--- config.mk ---
export PLATFORM = sky130hd
export DESIGN_NAME = argmax_stream
export DESIGN_NICKNAME = d
export VERILOG_FILES = /design/src/rtl/argmax_pkg.sv /design/src/rtl/argmax_lane_tree.sv /design/src/rtl/argmax_stream.sv
export SDC_FILE = /design/constraint.sdc
export NUM_CORES = 1
export LEC_CHECK = 0
export ABC_AREA = 1
export CORE_UTILIZATION = 52
export DETAILED_ROUTE_END_ITERATION = 7
export GPL_TIMING_DRIVEN = 0
export HOLD_SLACK_MARGIN = 0.06
export MAX_ROUTING_LAYER = met4
export PLACE_DENSITY_LB_ADDON = 0.25
export SLEW_MARGIN = 20
export SYNTH_ARGS = -nofsm -noshare
export SYNTH_HDL_FRONTEND = slang
export SYNTH_SLANG_ARGS = --single-unit
--- constraint.sdc ---
create_clock -name Clk -period 6.75 [get_ports Clk]
set_input_delay 1.35 -clock Clk [delete_from_list [all_inputs] [get_ports Clk]]
set_output_delay 1.35 -clock Clk [all_outputs]
set_load 0.005 [all_outputs]
--- src/rtl/argmax_pkg.sv ---
// rtl/argmax_pkg.sv - shared state encoding and size helpers for the argmax stream block
package argmax_pkg;

  typedef enum logic [1:0] {
    ST_IDLE  = 2'd0,
    ST_ACCUM = 2'd1,
    ST_DONE  = 2'd2
  } state_t;

  // Index width for n items, never narrower than one bit.
  function automatic int idx_w(input int n);
    return (n > 2) ? $clog2(n) : 1;
  endfunction

  // Beats needed to carry n scores at the given lanes per beat.
  function automatic int beats(input int n, input int lanes);
    return (n + lanes - 1) / lanes;
  endfunction

  // Low bit position of lane k in a bus of w-bit lanes.
  function automatic int lane_lo(input int k, input int w);
    return k * w;
  endfunction

endpackage

--- src/rtl/argmax_lane_tree.sv ---
// rtl/argmax_lane_tree.sv - combinational max-and-offset reduction across the lanes of one beat
module argmax_lane_tree
  import argmax_pkg::*;
#(
  parameter int NUM_SIZE   = 26,
  parameter int LANES      = 4,
  parameter int SIGNED_CMP = 1,
  parameter int OFF_W      = idx_w(LANES)
) (
  input  logic [NUM_SIZE*LANES-1:0] beat_data,
  input  logic [LANES-1:0]          lane_en,
  output logic [NUM_SIZE-1:0]       beat_max,
  output logic [OFF_W-1:0]          beat_off
);

  function automatic logic gt(input logic [NUM_SIZE-1:0] a, input logic [NUM_SIZE-1:0] b);
    if (SIGNED_CMP != 0) return $signed(a) > $signed(b);
    else                 return a > b;
  endfunction

  // Ascending scan with strict greater-than keeps the lowest lane on ties;
  // disabled lanes (padding past the last class) never win.
  always_comb begin
    beat_max = beat_data[lane_lo(0, NUM_SIZE) +: NUM_SIZE];
    beat_off = '0;
    for (int k = 0; k < LANES; k++) begin
      if (lane_en[k] && gt(beat_data[lane_lo(k, NUM_SIZE) +: NUM_SIZE], beat_max)) begin
        beat_max = beat_data[lane_lo(k, NUM_SIZE) +: NUM_SIZE];
        beat_off = OFF_W'(k);
      end
    end
  end

endmodule

--- src/rtl/argmax_stream.sv ---
// rtl/argmax_stream.sv - streaming argmax over multi-beat score vectors with ready/valid handshakes
module argmax_stream
  import argmax_pkg::*;
#(
  parameter int  NUM_SIZE    = 26,
  parameter int  NUM_CLASSES = 10,
  parameter int  LANES       = 4,
  parameter int  SIGNED_CMP  = 1,
  localparam int IDX_W       = idx_w(NUM_CLASSES)
) (
  input  logic                      Clk,
  input  logic                      GlobalReset,
  input  logic                      Clear,
  input  logic                      in_valid,
  output logic                      in_ready,
  input  logic [NUM_SIZE*LANES-1:0] in_data,
  output logic                      out_valid,
  input  logic                      out_ready,
  output logic [IDX_W-1:0]          out_index,
  output logic [NUM_SIZE-1:0]       out_max
);

  localparam int BEATS  = beats(NUM_CLASSES, LANES);
  localparam int BEAT_W = idx_w(BEATS);
  localparam int OFF_W  = idx_w(LANES);
  localparam logic [BEAT_W-1:0] LAST_BEAT = BEAT_W'(BEATS - 1);

  state_t              state_q, state_d;
  logic [BEAT_W-1:0]   beat_q, beat_d;
  logic [NUM_SIZE-1:0] max_q, max_d;
  logic [IDX_W-1:0]    idx_q, idx_d;
  logic                rdy_en_q;

  logic [LANES-1:0]    lane_en;
  logic [NUM_SIZE-1:0] tree_max;
  logic [OFF_W-1:0]    tree_off;
  logic [IDX_W-1:0]    cand_idx;
  logic                accept;

  function automatic logic gt(input logic [NUM_SIZE-1:0] a, input logic [NUM_SIZE-1:0] b);
    if (SIGNED_CMP != 0) return $signed(a) > $signed(b);
    else                 return a > b;
  endfunction

  // Enable only lanes that map to a real class in the current beat.
  always_comb begin
    lane_en = '0;
    for (int k = 0; k < LANES; k++) begin
      lane_en[k] = (int'(beat_q) * LANES + k) < NUM_CLASSES;
    end
  end

  argmax_lane_tree #(
    .NUM_SIZE  (NUM_SIZE),
    .LANES     (LANES),
    .SIGNED_CMP(SIGNED_CMP),
    .OFF_W     (OFF_W)
  ) u_lane_tree (
    .beat_data(in_data),
    .lane_en  (lane_en),
    .beat_max (tree_max),
    .beat_off (tree_off)
  );

  assign cand_idx  = IDX_W'(int'(beat_q) * LANES + int'(tree_off));
  assign accept    = in_valid && in_ready;
  assign in_ready  = rdy_en_q && (state_q != ST_DONE);
  assign out_valid = (state_q == ST_DONE);
  assign out_index = idx_q;
  assign out_max   = max_q;

  // Next-state and running-max fold; Clear overrides everything else.
  always_comb begin
    state_d = state_q;
    beat_d  = beat_q;
    max_d   = max_q;
    idx_d   = idx_q;
    case (state_q)
      ST_IDLE: begin
        if (accept) begin
          max_d = tree_max;
          idx_d = cand_idx;
          if (BEATS == 1) begin
            state_d = ST_DONE;
          end else begin
            state_d = ST_ACCUM;
            beat_d  = BEAT_W'(1);
          end
        end
      end
      ST_ACCUM: begin
        if (accept) begin
          // Strict compare keeps the earlier class on a tie across beats.
          if (gt(tree_max, max_q)) begin
            max_d = tree_max;
            idx_d = cand_idx;
          end
          if (beat_q == LAST_BEAT) begin
            state_d = ST_DONE;
            beat_d  = '0;
          end else begin
            beat_d = beat_q + BEAT_W'(1);
          end
        end
      end
      ST_DONE: begin
        if (out_ready) state_d = ST_IDLE;
      end
      default: begin
        state_d = ST_IDLE;
        beat_d  = '0;
      end
    endcase
    if (Clear) begin
      state_d = ST_IDLE;
      beat_d  = '0;
      max_d   = '0;
      idx_d   = '0;
    end
  end

  // State and datapath registers; ready enable rises on the first edge after reset.
  always_ff @(posedge Clk or negedge GlobalReset) begin
    if (!GlobalReset) begin
      state_q  <= ST_IDLE;
      beat_q   <= '0;
      max_q    <= '0;
      idx_q    <= '0;
      rdy_en_q <= 1'b0;
    end else begin
      state_q  <= state_d;
      beat_q   <= beat_d;
      max_q    <= max_d;
      idx_q    <= idx_d;
      rdy_en_q <= 1'b1;
    end
  end

endmodule

==> metrics.cfg, run 1 <==
[synth]
ys_types=34
ys_seq_elements=35
syn-instance-count=901
postSynth.asyncResetShare_pct=100.0
synth_edf_count=0
ys_seq_area_share_pct=15.09
synth_flop_cell=dfrtp_1
ys_warn_count=0
syn_area_per_cell_sq_um=6.443
syn_nets=1114
syn_area_sq_mm=0.005806

[status]
stop_stage=global routing
run_status=did not finish
stop_error=[ERROR DPL-0038] Utilization greater than 100%, impossible to legalize

[cts]
cts.sinks=35
numCtsBuffers=5
hold_buffers=0
cts_htree_levels=2
cts_root_buf=clkbuf_8
clk_path_buf_depth=2

[sta]
grt-worst-endpoint=out_max[6]$_DFFE_PN0P_/D
worstEndpointType=register input

[global_route]
grt_max_degree=29

[place]
dp_hpwl_microns=13970
preCtsSetupSlack_ns=-2.095
dpl.cell_count=1182
gp_congestion=0.9174
io_buffers=140

[floorplanning]
row_count=38
num_io_pins=141
die_y_microns=107.7
die_w_microns=107.7
start_util_pct=53.55

[cells in the mapped netlist (2+ instances only)]
| cell | instances | area share, % |
|---|---|---|
| and2_1 | 52 | 5.6 |
| nor2_1 | 37 | 2.4 |
| ha_1 | 104 | 22 |
| inv_1 | 141 | 9.1 |
| buf_6 | 5 | 0.97 |
| inv_4 | 2 | 0.22 |
| a21o_1 | 4 | 0.52 |
| buf_2 | 13 | 1.1 |
| buf_4 | 4 | 0.52 |
| o211ai_1 | 3 | 0.39 |
| inv_2 | 3 | 0.19 |
| nand2_2 | 8 | 0.86 |
| nand3_1 | 120 | 10 |
| o21a_1 | 7 | 0.91 |
| nand4_1 | 9 | 0.97 |
| nand3_2 | 24 | 4.1 |
| nand3_4 | 3 | 0.91 |
| nand2_1 | 256 | 17 |
| nor3_1 | 3 | 0.26 |
| a21oi_1 | 45 | 3.9 |
| o21ai_0 | 11 | 0.95 |
| dfrtp_1 | 35 | 15 |
[per-stage QoR]
| step | cell area, sq um | hold WS, ns | setup TNS (ns) |
|---|---|---|---|
| 4_1_cts | 9529 | 0.4819 | -29.80 |
| 3_5_place_dp | 7725 | 0.4716 | -61.94 |
| 3_3_place_gp | 7710 | 0.4641 | -57.13 |
| 2_1_floorplan | 6133 | 0.4724 | -9.002 |
[cells by family after synthesis]
| group | synth area share, % |
|---|---|
| AND/OR/NAND/NOR | 42.76 |
| other | 0.06459 |
| flip-flops | 15.09 |
| buffers and inverters | 12.20 |
| adder cells (fa/ha/maj) | 22.41 |
| AO/OA/AOI/OAI | 7.479 |
[timing repair]
| action | CTS |
|---|---|
| endpoints found under the setup margin | 30 |
| pin swaps | 119 |
| gates cloned | 9 |
| setup buffers | 63 |
| gates resized for setup | 392 |
==> run 2, diff against run 1 <==
Settings changed: CORE_UTILIZATION 52 to 40, HOLD_SLACK_MARGIN 0.06 to not set, MAX_ROUTING_LAYER met4 to not set, PLACE_DENSITY_LB_ADDON 0.25 to 0.15.
==> run 2 against run 1 <==
  * The flow now finishes, with violations (negative setup slack)
  * Synthesized cell count stayed put
  * Synthesized area stayed put
==> metrics.cfg, run 2 <==
[status]
run_status=finished with violations
violations=negative setup slack

[cts]
cts_root_buf=clkbuf_16
clk_pin_slew_ns=0.06
cts_htree_levels=2  ; unchanged
clock_latency_ns=0.29
numCtsBuffers=5  ; unchanged
cts.sinks=35  ; unchanged
clk_path_buf_depth=2  ; unchanged
hold_buffers=0  ; unchanged
cts_tree=built

[route]
drc=0
avgViaCountPerCell=5.258
drt-initial-drc-count=368
drt-total-wl_microns=21280
vias=6799
firstDrtPassIters=5
final_antenna_net_count=0
post_drt_wl_per_cell_microns=16.46

[finish]
regArea_sq_um=875.8
drive_above_1_share_pct=42.68
multi_input_comb_area_sq_mm=0.006188
nFillCells=966
area_delta_synth_final_pct=81.57
largest_reg_flops=26
final_common_cell=nand2_1
nets=1325
layout.cells.most_common_list=167 x nand2_1, 108 x inv_1, 87 x clkdlybuf4s50_1, 76 x nand2_2
diodes=0

[setup_path]
slowest_delay_ns=0.30
r2r-start=beat_q[1]
crit_path_top_delay_cell=ha_1
critPathMaxFanout=8
end_kind=flip-flop
critPathRequiredTime_ns=6.98
crit_top_cell=nand2_2
crit_start=in_data[42]
worst-setup-path-type=input pin to flip-flop
startpoint_type=input pin
critPathArrivalTime_ns=8.27

[global_route]
antenna_found_initial=0
track_usage_pct=23.67
use_met3_pct=1.533
grt_pass1_vias=5743
busiest_layer=met2
grt_max_degree=26
met2_usage_pct=40.59
grt_pass1_wl_microns=27460
gr-usage-met1_pct=31.48
grt_overflow=0

[sta]
tns_ns=-37.62
period_minus_slack_ns=8.046
setup_viol=30
slew_viol_final=0
min_period_over_period_pct=119.2
finalHoldViolations=0
fmax_ghz=0.1243
skew_ns=0.007791
layout_setup_ws_ns=-1.296
holdWs_ns=0.4835
rsz0062_at_grt=true

[place]
dp_hpwl_microns=14390  ; +3.0%
io_buffers=140  ; unchanged
gp_congestion=0.8848  ; -3.6%

[floorplanning]
die_w_microns=122.5  ; +14%
num_io_pins=141  ; unchanged
die_y_microns=122.5  ; +14%
core_sq_mm=0.01404
start_util_pct=41.34  ; -12 points
dieArea_sq_mm=0.01500
row_count=43  ; +13%

[hold_path]
hold_path_class=flip-flop to flip-flop
min_from=out_index[2]

[synth]
postSynth.asyncResetShare_pct=100.0  ; unchanged
synth_edf_count=0  ; unchanged
ys_top_cells_by_area=ha_1 22%, nand2_1 17%, dfrtp_1 15%, nand3_1 10%, inv_1 9.1%
syn_area_per_cell_sq_um=6.443  ; unchanged
ys_warn_count=0  ; unchanged
synth_common_cells=256 x nand2_1, 141 x inv_1, 120 x nand3_1
syn_nets=1114  ; unchanged
syn-instance-count=901  ; unchanged
ys_types=34  ; unchanged
yosysMostFrequentCell=nand2_1
synth_largest_area_cell=ha_1
syn_area_sq_mm=0.005806  ; unchanged
ys_seq_elements=35  ; unchanged
ys_seq_area_share_pct=15.09  ; unchanged
synth.top_cell.area_share_pct=22.41  ; unchanged
synth_flop_cell=dfrtp_1

[power]
vdd_drop_max_mv=0.1835
leakage_uw=0.005216
p_per_area_mw_per_mm2=409.6

[flow_run]
max-cap-violations=0

## run 2: cell counts after synthesis
Identical to the previous run, type by type.
## run 2: where the power goes
| group | total, uW | switching, uW | internal (uW) |
|---|---|---|---|
| registers | 341 | 65.5 | 275 |
| clock network | 277 | 93.1 | 184 |
| logic | 3700 | 1850 | 1850 |
## run 2: worst max-delay path: cells and delay by family
family / cells / cell delay [ns]
adder cells (fa/ha/maj): 4 / 1.15
AO/OA/AOI/OAI: 3 / 0.45
buffers and inverters: 11 / 1.48
AND/OR/NAND/NOR: 37 / 3.80
## run 2: kinds of logic after synthesis
| group | share of synthesized area [%] |
|---|---|
| buffers and inverters | 12.20 |
| other | 0.06459 |
| and+or+nand+nor | 42.76 |
| DFF | 15.09 |
| adders and majority gates | 22.41 |
| AOI/OAI and AO/OA | 7.479 |
## run 2: final cells by class
type | count | share of cell area (%)
multi-input cells | 697 | 58.71
repair buffers | 205 | 20.99
flip-flops and latches | 35 | 8.309
inverters | 146 | 5.555
plain buffers | 22 | 2.659
well taps | 180 | 2.136
clock buffers | 6 | 1.318
clock inverters | 2 | 0.3323
## run 2: worst paths after layout
kind / to / cells after the start / slack, ns
max in group asynchronous: out_max[20] / 2 / 5.38
max: out_max[24] / 55 / -1.30
max reg2reg: out_max[24] / 50 / -0.04
min in group asynchronous: out_max[14] / 1 / 0.94
min: out_index[2] / 2 / 0.48
min reg2reg: out_index[2] / 2 / 0.48
## run 2: metrics by stage
stage	cells	power (uW)	utilization (%)	setup slack [ns]	instance area, sq um
2_1_floorplan	901	1860	-	-0.3061	6133
5_1_grt	1293	4628	75.07	-1.587	10540
4_1_cts	1260	3082	60.97	-1.407	8562
3_3_place_gp	1221	2414	55.26	-2.045	7760
3_5_place_dp	1222	2449	55.37	-2.111	7775
6_report	1293	4317	75.07	-1.296	10540
## run 2: per-layer routing
layer  part of all wire (%)  wire [microns]  vias up
li1                       -               -     3351
met1                     42            8941     3180
met2                     51           10800      227
met3                    4.6             969       41
met4                    2.7             571        0
met5                      0               0        -
## run 2: timing repair
item                                    in CTS  in global routing
pin swaps                                   39                143
gates resized for setup                     81                380
cloned                                       6                  4
endpoints found under the setup margin      30                 30
endpoints found under the hold margin        0                  0
setup buffers                               24                 33
Note: power is estimated with default switching activity, not from simulation.
==> run 3, diff against run 2 <==
Settings changed: GPL_TIMING_DRIVEN 0 to not set.
==> run 3 against run 2 <==
  * The run still ends with negative setup slack left
  * Largest cell class unchanged
  * Critical path type unchanged
  * Design area up 13%
  * Maximum frequency is 0.71% lower
  * Combinational power grew 21%
  * Clock power fell by 14%
  * First-iteration DRC count is 57% higher
  * Die area stayed put
  * Sequential share of layout area is 0.97 points lower
==> metrics.cfg, run 3 (synthesis results as in run 2) <==
[power]
power_frac_seq_pct=6.7  ; -1.2 points
power.switching_uw=2350  ; +17%
swShare_pct=46.45  ; about the same
p_int_uw=2710  ; +17%
p_comb_share_pct=88.6  ; +2.9 points
clkPwrFrac_pct=4.7  ; -1.7 points
vdd_drop_max_mv=0.2217  ; +21%
p_per_area_mw_per_mm2=423.7  ; +3.5%
leakage_uw=0.005813  ; +11%

[finish]
nets=1530  ; +15%
drive_above_1_share_pct=55.73  ; +13 points
nFillCells=692  ; -28%
final_common_cell=buf_4
fin_util_pct=85.04  ; +10 points
layout.cells.most_common_list=253 x buf_4, 154 x nand2_1, 106 x inv_1, 88 x clkdlybuf4s50_1, 79 x nand2_2
final_cell_count_no_fill=1497  ; +16%
diodes=0  ; unchanged
area_delta_synth_final_pct=105.7
largest_reg_flops=26  ; unchanged

[place]
dpl.cell_count=1405  ; +15%
gp_congestion=0.9144  ; +3.3%
dp_hpwl_microns=15560  ; +8.2%
io_buffers=140  ; unchanged

[sta]
fmax_ghz=0.1234  ; -0.71%
slew_headroom_pct=66.29
period_minus_slack_ns=8.104  ; +0.05766 ns
skew_ns=0.003955  ; -0.003836 ns
tightest_slew_ns=0.5018
finalHoldViolations=0  ; unchanged
rsz0062_at_grt=true
layout_setup_ws_ns=-1.354  ; -0.05766 ns
slew_viol_final=0  ; unchanged
setup_viol=30  ; unchanged
min_period_over_period_pct=120.1  ; +0.85 points
tns_ns=-39.75  ; -2.133 ns

[global_route]
grt_max_degree=36  ; +38%
antenna_found_initial=0  ; unchanged
grt_pass1_vias=7667  ; +34%
track_usage_pct=31.04  ; +7.4 points
grt_pass1_wl_microns=36540  ; +33%
grt_overflow=0  ; unchanged

[cts]
cts.sinks=35  ; unchanged
clk_path_buf_depth=2  ; unchanged
cts_root_buf=clkbuf_16
hold_buffers=0  ; unchanged
clock_latency_ns=0.29  ; about the same
cts_htree_levels=2  ; unchanged
cts_tree=built
clk_pin_slew_ns=0.06  ; about the same
numCtsBuffers=5  ; unchanged

[floorplanning]
row_count=43  ; unchanged
core_sq_mm=0.01404  ; unchanged
die_y_microns=122.5  ; unchanged
die_w_microns=122.5  ; unchanged
num_io_pins=141  ; unchanged
start_util_pct=41.34  ; unchanged
dieArea_sq_mm=0.01500  ; unchanged

[setup_path]
critPathMaxFanout=18  ; +10
worst-setup-path-type=input pin to flip-flop
crit_top_cell=nand2_1
startpoint_type=input pin
slowest_delay_ns=0.29  ; about the same
critPathRequiredTime_ns=6.98  ; about the same
end_kind=flip-flop
crit_path_top_delay_cell=ha_4
critPathArrivalTime_ns=8.33  ; +0.06 ns

[route]
drt-total-wl_microns=28670  ; +35%
drt-initial-drc-count=576  ; +57%
final_antenna_net_count=0  ; unchanged
vias=8373  ; +23%
post_drt_wl_per_cell_microns=19.15  ; +16%
drc=0  ; unchanged
firstDrtPassIters=5  ; unchanged
avgViaCountPerCell=5.593  ; +6.4%

[flow_run]
max-cap-violations=0  ; unchanged

[status]
run_status=finished with violations
violations=negative setup slack

[hold_path]
hold_path_class=flip-flop to flip-flop

==> run 3: cell types whose count changed in the layout (fill, tap and decap cells not counted), moves of 5 or more <==
| cell | change |
|---|---|
| and2_1 | +5 |
| and2_4 | -5 |
| buf_2 | +27 |
| buf_4 | +214 |
| dlymetal6s2s_1 | -43 |
| nand2_1 | -13 |
| nand2_4 | +9 |
==> run 3: layer usage <==
layer  vias up  GRT usage (%)  wire, microns
li1       3763              -              -
met2       525          56.74          14050
met3       199          2.277           1817
met5         -              0              0
met4         0          13.34           2302
met1      3886          36.94          10510
==> run 3: critical path, delay by kind of cell <==
kind            cells  cell delay (ns)
compound gates      6             0.97
buf+inv            11             1.40
simple gates       36             3.43
fa+ha+maj           4             1.12
==> run 3: area by class of cell <==
cell class,instances,area [sq um],share of cell area (%)
Clock buffer,6,138.9,1.163
Clock inverter,1,5.005,0.04191
Inverter,146,603.1,5.050
Multi-Input combinational cell,698,6339,53.08
Sequential cell,35,875.8,7.334
Tap cell,180,225.2,1.886
Timing Repair Buffer,429,3727,31.21
Timing Repair inverter,2,27.53,0.2305
==> run 3: what timing repair did <==
action / 4_1_cts / 5_1_grt
pin swaps: 128 / 96
resized for setup: 410 / 219
endpoints found under the setup margin: 30 / 30
cloned: 9 / 0
buffers inserted: 64 / 14
==> run 3: path summary, 6_finish.rpt <==
check | startpoint | to | slack, ns | depth (start not counted)
max | in_data[49] | out_max[25] | -1.35 | 57
min | out_index[0] | out_index[0] | 0.48 | 2
max reg2reg | beat_q[0] | out_max[3] | -0.01 | 42
min reg2reg | out_index[0] | out_index[0] | 0.48 | 2
max in group asynchronous | GlobalReset | out_max[24] | 4.93 | 2
min in group asynchronous | GlobalReset | out_max[8] | 1.49 | 2
==> run 3: through the flow <==
step,power [uW],hold slack (ns),area [sq um],setup WS (ns)
after global routing,5350,0.5221,11940,-1.690
after global placement,2901,0.4622,9184,-1.710
after detailed placement,2966,0.4718,9184,-1.853
final,5060,0.4808,11940,-1.354
after CTS,4196,0.4855,10950,-0.8493
after floorplan,1860,0.4724,6133,-0.3061
==> run 3: power by group through the flow <==
stage	logic (uW)	clock network, uW	registers [uW]
detailed placement	2630	0	337
global route	4760	246	348
floorplan	1530	0	331
global placement	2560	0	336
finish	4480	238	341
CTS	3630	236	335
